[config.mk]
export PLATFORM = sky130hd
export DESIGN_NAME = ram_even_odd
export DESIGN_NICKNAME = d
export VERILOG_FILES = /design/src/rtl/ram_even_odd_pkg.sv /design/src/rtl/ram_even_odd_bank.sv /design/src/rtl/ram_even_odd.sv
export SDC_FILE = /design/constraint.sdc
export NUM_CORES = 2
export LEC_CHECK = 0
export ABC_AREA = 1
export CORE_MARGIN = 10
export CORE_UTILIZATION = 40
export DETAILED_ROUTE_END_ITERATION = 16
export SYNTH_ARGS = -nofsm -noshare
export SYNTH_HDL_FRONTEND = slang
export SYNTH_SLANG_ARGS = --single-unit
[constraint.sdc]
create_clock -name clk -period 12.7 [get_ports clk]
set_input_delay 1.905 -clock clk [delete_from_list [all_inputs] [get_ports clk]]
set_output_delay 1.905 -clock clk [all_outputs]
set_load 0.01 [all_outputs]
[src/rtl/ram_even_odd_pkg.sv]
// ram_even_odd_pkg: shared widths, types and lifting constants for the
// even/odd sample store used by the 5/3 integer lifting wavelet datapath.
// Optional build macro: LIFT_SAT_EN (saturate lift results instead of wrapping).
package ram_even_odd_pkg;

  localparam int ADDR_W = 7;
  localparam int DATA_W = 9;
  localparam int SIDE_W = 10;
  localparam int DEPTH  = 2**ADDR_W;

  // Neighbour sum carries one extra bit; lifting arithmetic runs at 12 bits
  // so that x +/- step can never overflow before narrowing.
  localparam int SUM_W  = SIDE_W + 1;
  localparam int LIFT_W = 12;

  typedef logic signed [DATA_W-1:0] sample_t;
  typedef logic signed [SIDE_W-1:0] side_t;
  typedef logic        [ADDR_W-1:0] addr_t;
  typedef logic signed [LIFT_W-1:0] lift_t;

  // Lifting target select and direction encodings as seen on the ports.
  localparam logic LIFT_PREDICT = 1'b1;
  localparam logic LIFT_UPDATE  = 1'b0;
  localparam logic DIR_FWD      = 1'b1;
  localparam logic DIR_INV      = 1'b0;

  typedef enum logic {
    LIFT_IDLE,
    LIFT_WRITEBACK
  } lift_state_e;

  // Everything captured on the start strobe so the write-back is immune to
  // whatever the sequencer drives on the following cycle.
  typedef struct packed {
    logic  target;
    addr_t addr;
    logic  fwd;
    side_t left;
    side_t right;
  } lift_ctx_t;

`ifdef LIFT_SAT_EN
  localparam int SAMPLE_MAX = 2**(DATA_W-1) - 1;
  localparam int SAMPLE_MIN = -(2**(DATA_W-1));
`endif

  // Narrow a 12-bit lifting result to a stored sample: clamp to the sample
  // range when saturation is built in, otherwise keep the low bits.
  function automatic sample_t narrow_lift(input lift_t y);
`ifdef LIFT_SAT_EN
    if (int'(y) > SAMPLE_MAX) begin
      return sample_t'(SAMPLE_MAX);
    end
    if (int'(y) < SAMPLE_MIN) begin
      return sample_t'(SAMPLE_MIN);
    end
    return sample_t'(y);
`else
    return sample_t'(y);
`endif
  endfunction

endpackage

[src/rtl/ram_even_odd_bank.sv]
// ram_bank_1rw: single-port synchronous RAM, read-first, with a registered
// read output that clears on reset. The array itself is never reset.
module ram_bank_1rw
  import ram_even_odd_pkg::*;
#(
  parameter int AW      = ADDR_W,
  parameter int DW      = DATA_W,
  parameter int DEPTH_P = DEPTH
) (
  input  logic          clk,
  input  logic          rst_n,
  input  logic [AW-1:0] addr_i,
  input  logic          we_i,
  input  logic [DW-1:0] din_i,
  output logic [DW-1:0] dout_o
);

  logic [DW-1:0] mem_q [DEPTH_P];
  logic [DW-1:0] dout_q;

  // Storage array: plain synchronous write with no reset so it maps onto RAM.
  always_ff @(posedge clk) begin
    if (we_i) begin
      mem_q[addr_i] <= din_i;
    end
  end

  // Read register: samples the array before this edge's write lands (read-first).
  always_ff @(posedge clk or negedge rst_n) begin
    if (!rst_n) begin
      dout_q <= '0;
    end else begin
      dout_q <= mem_q[addr_i];
    end
  end

  assign dout_o = dout_q;

endmodule

[src/rtl/ram_even_odd.sv]
// ram_even_odd: even/odd sample banks with an in-place 5/3 lifting engine.
// A start strobe latches the lift context and reads the old sample; the next
// edge writes the lifted value back, overriding any host write to that bank.
// Optional build macro: LIFT_SAT_EN (saturate lift results instead of wrapping).
module ram_even_odd
  import ram_even_odd_pkg::*;
(
  input  logic                     clk,
  input  logic                     rst_n,
  input  logic [ADDR_W-1:0]        pix_addr_even,
  input  logic [DATA_W-1:0]        pix_din_even,
  input  logic                     pix_we_even,
  output logic [DATA_W-1:0]        pix_dout_even,
  input  logic [ADDR_W-1:0]        pix_addr_odd,
  input  logic [DATA_W-1:0]        pix_din_odd,
  input  logic                     pix_we_odd,
  output logic [DATA_W-1:0]        pix_dout_odd,
  input  logic signed [SIDE_W-1:0] pix_left,
  input  logic signed [SIDE_W-1:0] pix_right,
  input  logic                     pix_p,
  input  logic                     pix_even_odd,
  input  logic                     pix_fwd_inv
);

  lift_state_e liftState_q, liftState_d;
  lift_ctx_t   liftCtx_q, liftCtx_d;

  logic                    wbEven, wbOdd;
  logic                    subtract;
  logic signed [SUM_W-1:0] sum;
  sample_t                 xSample, yNarrow;
  lift_t                   x, s, step, y;

  logic [ADDR_W-1:0] bankAddrEven, bankAddrOdd;
  logic [DATA_W-1:0] bankDinEven, bankDinOdd;
  logic              bankWeEven, bankWeOdd;

  // Lift state and latched context; a reset mid-lift simply forgets the lift.
  always_ff @(posedge clk or negedge rst_n) begin
    if (!rst_n) begin
      liftState_q <= LIFT_IDLE;
      liftCtx_q   <= '0;
    end else begin
      liftState_q <= liftState_d;
      liftCtx_q   <= liftCtx_d;
    end
  end

  // Next-state: start a lift only from idle, so strobes during write-back are dropped.
  always_comb begin
    liftState_d = liftState_q;
    liftCtx_d   = liftCtx_q;
    case (liftState_q)
      LIFT_IDLE: begin
        if (pix_p) begin
          liftState_d      = LIFT_WRITEBACK;
          liftCtx_d.target = pix_even_odd;
          liftCtx_d.addr   = (pix_even_odd == LIFT_PREDICT) ? pix_addr_odd : pix_addr_even;
          liftCtx_d.fwd    = pix_fwd_inv;
          liftCtx_d.left   = pix_left;
          liftCtx_d.right  = pix_right;
        end
      end
      LIFT_WRITEBACK: begin
        liftState_d = LIFT_IDLE;
      end
      default: begin
        liftState_d = LIFT_IDLE;
      end
    endcase
  end

  // Lifting arithmetic on the old sample now sitting in the target read register.
  always_comb begin
    xSample  = (liftCtx_q.target == LIFT_PREDICT) ? pix_dout_odd : pix_dout_even;
    sum      = {liftCtx_q.left[SIDE_W-1], liftCtx_q.left}
             + {liftCtx_q.right[SIDE_W-1], liftCtx_q.right};
    x        = {{(LIFT_W-DATA_W){xSample[DATA_W-1]}}, xSample};
    s        = {{(LIFT_W-SUM_W){sum[SUM_W-1]}}, sum};
    step     = (liftCtx_q.target == LIFT_PREDICT) ? (s >>> 1) : ((s + lift_t'(2)) >>> 2);
    subtract = (liftCtx_q.target == LIFT_PREDICT) ? (liftCtx_q.fwd == DIR_FWD)
                                                  : (liftCtx_q.fwd == DIR_INV);
    y        = subtract ? (x - step) : (x + step);
    yNarrow  = narrow_lift(y);
  end

  // Bank port steering: the write-back cycle takes over the target bank's port.
  always_comb begin
    wbEven       = (liftState_q == LIFT_WRITEBACK) && (liftCtx_q.target == LIFT_UPDATE);
    wbOdd        = (liftState_q == LIFT_WRITEBACK) && (liftCtx_q.target == LIFT_PREDICT);
    bankAddrEven = wbEven ? liftCtx_q.addr : pix_addr_even;
    bankDinEven  = wbEven ? yNarrow        : pix_din_even;
    bankWeEven   = wbEven | pix_we_even;
    bankAddrOdd  = wbOdd  ? liftCtx_q.addr : pix_addr_odd;
    bankDinOdd   = wbOdd  ? yNarrow        : pix_din_odd;
    bankWeOdd    = wbOdd  | pix_we_odd;
  end

  ram_bank_1rw #(
    .AW      (ADDR_W),
    .DW      (DATA_W),
    .DEPTH_P (DEPTH)
  ) u_bankEven (
    .clk    (clk),
    .rst_n  (rst_n),
    .addr_i (bankAddrEven),
    .we_i   (bankWeEven),
    .din_i  (bankDinEven),
    .dout_o (pix_dout_even)
  );

  ram_bank_1rw #(
    .AW      (ADDR_W),
    .DW      (DATA_W),
    .DEPTH_P (DEPTH)
  ) u_bankOdd (
    .clk    (clk),
    .rst_n  (rst_n),
    .addr_i (bankAddrOdd),
    .we_i   (bankWeOdd),
    .din_i  (bankDinOdd),
    .dout_o (pix_dout_odd)
  );

endmodule

# Word level (Yosys, flattened, before mapping)
# Memory sizes are Yosys's and may differ from the RTL's. A register that Yosys moved wholly into a read port is not among the register bits.
# Index checks and enable logic that the tools add are counted.
[totals]
register_bits = 30
output_inout_bits = 18
mem_count = 2
in_bits = 59
ram_bits = 2304
elab_cells = 37
[mem_list]
columns = ["memory", "words", "width", "rd", "rd_clocked_by_memory_dff", "write_ports", "line", "rtl"]
rows = [
  ["u_bankEven.mem_q", 128, 9, 1, 1, 1, "ram_even_odd_bank.sv:18", "logic [DW-1:0] mem_q [DEPTH_P];"],
  ["u_bankOdd.mem_q", 128, 9, 1, 1, 1, "ram_even_odd_bank.sv:18", ""],
]
[op_classes]
n_addsub = 4
mux = 15
bitwise = 5
reduce_logical = 5
[op_table]
columns = ["cell", "count"]
rows = [
  ["two-way mux 9 bit", 5],
  ["two-way mux 7 bit", 3],
  ["adder 10 x 10 -> 11 bit", 1],
  ["adder 11 x 3 -> 11 bit (second input constant)", 1],
  ["adder 9 bit", 1],
  ["subtractor 9 bit", 1],
  ["two-way mux 1 bit", 6],
  ["inverter 1 bit", 3],
  ["logical AND 1 bit", 2],
  ["zero test 1 bit", 2],
  ["OR 1 bit", 2],
  ["one-hot mux 1 bit (2 select lines)", 1],
  ["AND reduction 2 bit", 1],
]

# Longest topological paths before layout
[depth]
word_depth = 6
depth_mapped = 33
depth_no_buf = 33

# Cells and area by module
# From an unflattened synthesis, not the netlist that was laid out.
[hier_totals]
hier_cells = 10331
area_unflattened_um2 = 101904.0
[modules_own_cells]
columns = ["mod", "n_inst", "area_per_inst_um2", "cells_each"]
rows = [
  ["ram_bank_1rw", 2, 49461.2, 4928],
  ["ram_even_odd", 1, 2981.6, 475],
]

# Least setup slack after synthesis
# Ideal clock, no wire load.
[synth_path]
path_kind = "register -> register"
start = "register liftCtx_q[0] (netlist name)"
end = "memory u_bankOdd.mem_q[0][7] (netlist name), data pin"
arrival_time_ns = 8.303
stages_incl_launch_ff = 24
path_buffers = 0
period_less_slack_ns = 9.499
path_slack_ns = 3.201
setup_ns = 1.197
t_required_ns = 11.503
cell_sequence = "dfrtp_1 -> nand2_1 -> inv_1 -> fa_1 -> xnor2_1 -> inv_1 -> ha_1 -> inv_1 -> o21ai_0 -> inv_1 -> ha_1 -> inv_1 -> nand2_1 -> xor2_1 -> ha_1 -> a21oi_1 -> nand2_1 -> a21oi_1 -> o21ai_0 -> nand2_1 -> nand2_1 -> a21oi_1 -> xor2_1 -> o21ai_0"
[synth_between]
elab_chain_len = 6
[synth_lines]
columns = ["element", "line", "rtl"]
rows = [
  ["from (decl)", "ram_even_odd.sv:26", "lift_ctx_t liftCtx_q, liftCtx_d;"],
  ["from (signal assigned)", "ram_even_odd.sv:45", "liftCtx_q <= liftCtx_d;"],
  ["adder 10 x 10 -> 11 bit (*)", "ram_even_odd.sv:77", "+ {liftCtx_q.right[SIDE_W-1], liftCtx_q.right};"],
  ["adder 11 x 3 -> 11 bit", "ram_even_odd.sv:80", "step = (liftCtx_q.target == LIFT_PREDICT) ? (s >>> 1) : ((s + lift_t'(2)) >>> 2);"],
  ["two-way mux 9 bit (*)", "ram_even_odd.sv:80", ""],
  ["adder 9 bit or subtractor 9 bit (tied branches)", "ram_even_odd.sv:83", "y = subtract ? (x - step) : (x + step);"],
  ["two-way mux 9 bit (*)", "ram_even_odd.sv:83", ""],
  ["two-way mux 9 bit (*)", "ram_even_odd.sv:95", "bankDinOdd = wbOdd ? yNarrow : pix_din_odd;"],
  ["net bankDinOdd[7]", "ram_even_odd.sv:35", "logic [DATA_W-1:0] bankDinEven, bankDinOdd;"],
  ["to (decl)", "ram_even_odd_bank.sv:18", ""],
]
# The timed path passes the listed nets; every way through them passes the cells marked *.

# Final worst setup path
[layout_path]
start = "input port pix_addr_even[2]"
end = "memory u_bankEven.mem_q[96][0] (netlist name) (enable)"
[layout_between]
elab_chain_len = 1
[layout_lines]
columns = ["element", "line", "rtl"]
rows = [
  ["from (decl)", "ram_even_odd.sv:10", "input logic [ADDR_W-1:0] pix_addr_even,"],
  ["two-way mux 7 bit", "ram_even_odd.sv:91", "bankAddrEven = wbEven ? liftCtx_q.addr : pix_addr_even;"],
  ["to (decl)", "ram_even_odd_bank.sv:18", ""],
]
# Every way passes these cells.

==> flow_metrics.tcl <==
set metrics [dict create \
    hp-start "liftCtx_q[17]" \
    synth-seq-area-share 0.784 \
    endpoint_kind "flop" \
    syn_nets 6173 \
    r2r_slack_ns 6.83 \
    synth_seq_cells 2352 \
    dieArea_um2 244000 \
    dp_hpwl_mm 156 \
    initial_core_util 0.403 \
    via_per_inst 5.78 \
    path_clk_slew_ns 0.06 \
    criticalPathCategory "in -> reg" \
    clock_path_buffers 3 \
    drtIter0Drc 7500 \
    gp_congestion 0.888 \
    crit_fanout 60 \
    internal_power_w 0.0132 \
    fill_cells 19500 \
    clock_power_share 0.347 \
    cellPowerDensity_nw_per_um2 179 \
    synth.distinct_cells 53 \
    critPathArrivalTime_ns 6.40 \
    drtPass1Iterations 6 \
    maxCapViolations 0 \
    grt_pass1_wl_mm 378 \
    cts_made_buffers 212 \
    dp_slack_ns 6.04 \
    synth-edff-count 2304 \
    cts-resized-gates 0 \
    max_slew_margin 0.233 \
    root_buffer "clkbuf_16" \
    worstSetupStartpointType "primary input" \
    yosys_warnings 0 \
    cts_tree "yes" \
    wl_per_cell_um 28.2 \
    setup_slack_ns 6.79 \
    finalHoldViolCount 0 \
    power_frac_comb 0.136 \
    cts_setup_buffers 0 \
    setup_tns_ns 0 \
    met1_length_mm 108 \
    detail-route-antenna-nets 0 \
    syn_avg_cell_area_um2 14.7 \
    hold_class "reg -> reg" \
    wl_met3_mm 26.6 \
    hold_path_depth 2 \
    die_h_um 494 \
    hold_buffers 0 \
    first_global_vias 51800 \
    core_um2 223000 \
    area_growth_pct 11.9 \
    irDropWorstVdd_v 0.000212 \
    tightest_slew_ns 1.15 \
    ctsHtreeMaxLevel 4 \
    fmax_ghz 0.169 \
    finClkSkew_ns 0.0500 \
    min_period_ns 5.91 \
    vias 54100 \
    rr_endpoint "u_bankOdd.mem_q[114][7]" \
    finish.utilization 0.451 \
    drive_gt1_frac 0.0780 \
    highest_layer "met5" \
    grt_max_degree 84 \
    setup_viol 0 \
    rsz0062_at_grt "no" \
    p_leak_nw 32.7 \
    grt.overflow.total 0 \
    insertion_delay_ns 0.88 \
    cts_sinks 2352 \
    synth_ff_type "edfxtp_1" \
    slew_viol_final 0 \
    die_w_um 494 \
    synth-async-reset-ratio 0.0204 \
    p_sw_frac 0.270 \
    finalCritPeriodShare 0.465 \
    syn-cell-area_um2 89800 \
    rows 173 \
    ios 77 \
    synth_cells 6093 \
    seqPwrFrac 0.516 \
    drt-total-wl_mm 264 \
    rr_startpoint "liftCtx_q[0]" \
    drc 0 \
    antenna_found_initial 12 \
    met2_wirelength_mm 122 \
    hold_path_end "liftCtx_q[17]" \
    switchingPower_w 0.00487 \
    status "complete, no violations" \
    nets 6274 \
    globalRouteTotalUtil 0.209 \
    worstPathRequired_ns 13.20 \
    reg2reg_depth 25 \
    port_buffers 76 \
]
## power groups by stage
stage / sequential [W] / clock (W) / combinational [W]
after global routing: 0.00931 / 0.00660 / 0.00261
after global placement: 0.00947 / 0 / 0.00243
after floorplan: 0.00966 / 0 / 0.00120
after CTS: 0.00931 / 0.00631 / 0.00245
after detailed placement: 0.00947 / 0 / 0.00244
final: 0.00931 / 0.00626 / 0.00246
## synth_stat cells, types with 8 or more instances
master	number	area [µm²]
dfrtp_1	48	1200
buf_2	186	931
ha_1	19	238
nor2_2	15	93.8
nor2_1	380	1430
inv_1	197	739
nand3_1	105	526
clkbuf_1	55	206
o21ai_0	118	591
a22oi_1	681	5110
nand4_1	245	1530
o211ai_1	14	105
edfxtp_1	2304	69200
o21ai_2	12	105
a221oi_1	51	447
a21oi_1	62	310
a221oi_2	8	120
buf_4	21	158
xor2_1	9	78.8
a22o_1	31	272
o21ai_1	25	125
nand3_2	8	80.1
buf_6	15	169
inv_2	21	78.8
and3_1	10	62.6
nand2_1	1361	5110
o2111ai_1	10	87.6
## layer usage
metal,vias to the layer above,global-route usage
met5,-,0
met4,2,0.0579
met3,389,0.0408
met2,3013,0.325
met1,27400,0.300
li1,23200,-
## state kept, by name, summed over array words and instances, names as in the netlist
register / count
liftCtx_q: 29
u_bankEven.mem_q: 1152
u_bankOdd.dout_o: 9
u_bankOdd.mem_q: 1152
liftState_q: 1
u_bankEven.dout_o: 9
## cell usage in the layout (no fill, tap or decap), types with 9 or more instances in the layout
cell type,instances
nand2_1,1349
a22oi_1,681
edfxtp_1,2304
bufinv_16,16
nor2_1,379
clkbuf_1,54
nand2_2,15
inv_1,197
clkdlybuf4s50_1,75
a21oi_1,62
and3_1,10
a221oi_1,51
ha_1,19
o21ai_0,102
clkbuf_16,214
a22o_1,31
clkinv_1,56
o2111ai_1,10
nand3_1,105
dfrtp_1,48
nand4_1,245
nor2_2,16
o21ai_4,20
o21ai_2,12
inv_6,20
buf_4,92
xor2_1,9
clkinv_2,36
o211ai_1,14
o21ai_1,25
## through the flow
| stage | power [W] | hold WS, ns | instance area, µm² | std cells |
|---|---|---|---|---|
| after floorplan | 0.0109 | 0.449 | 89800 | 6093 |
| after global placement | 0.0119 | 0.470 | 93800 | 8955 |
| after detailed placement | 0.0119 | 0.472 | 93800 | 8955 |
| after CTS | 0.0181 | 0.491 | 100000 | 9348 |
| after global routing | 0.0185 | 0.501 | 100000 | 9350 |
| final | 0.0180 | 0.489 | 100000 | 9353 |
## worst max-delay path by stage
| stage | start | endpoint | slack (ns) |
|---|---|---|---|
| floorplan | liftCtx_q[0] | u_bankOdd.mem_q[0][7] | 3.20 |
| global placement | pix_addr_even[2] | u_bankEven.mem_q[80][5] | 6.11 |
| detailed placement | pix_addr_even[2] | u_bankEven.mem_q[96][2] | 6.04 |
| CTS | liftCtx_q[0] | u_bankOdd.mem_q[15][7] | 6.87 |
| global route | liftCtx_q[0] | u_bankOdd.mem_q[112][7] | 6.38 |
| finish | pix_addr_even[2] | u_bankEven.mem_q[96][0] | 6.79 |
## cell families after synthesis
family | Yosys count | synth area share
compound gates | 1042 | 0.0839
xor+xnor | 15 | 0.00146
fa+ha+maj | 21 | 0.00309
buf+inv | 502 | 0.0258
flops | 2352 | 0.784
mux | 1 | 0.000112
simple gates | 2160 | 0.102
## critical path: stages
cell             delay, ns
clkdlybuf4s50_1       0.65
inv_1                 0.18
nand2_1               0.09
o21ai_2               0.17
nand3_2               0.49
inv_6                 0.53
buf_4                 0.72
nand2_2               0.74
nor2_1                0.88
## final cells by class
type	count	area [µm²]	area share
Multi-Input combinational cell	3239	17300	0.172
Clock buffer	269	5570	0.0555
Inverter	221	912	0.00908
Timing Repair Buffer	168	1450	0.0144
Tap cell	2975	3720	0.0371
Sequential cell	2352	70400	0.701
Clock inverter	124	1120	0.0111
Antenna cell	5	12.5	0.000125
Power figures use the tool's default switching activity.
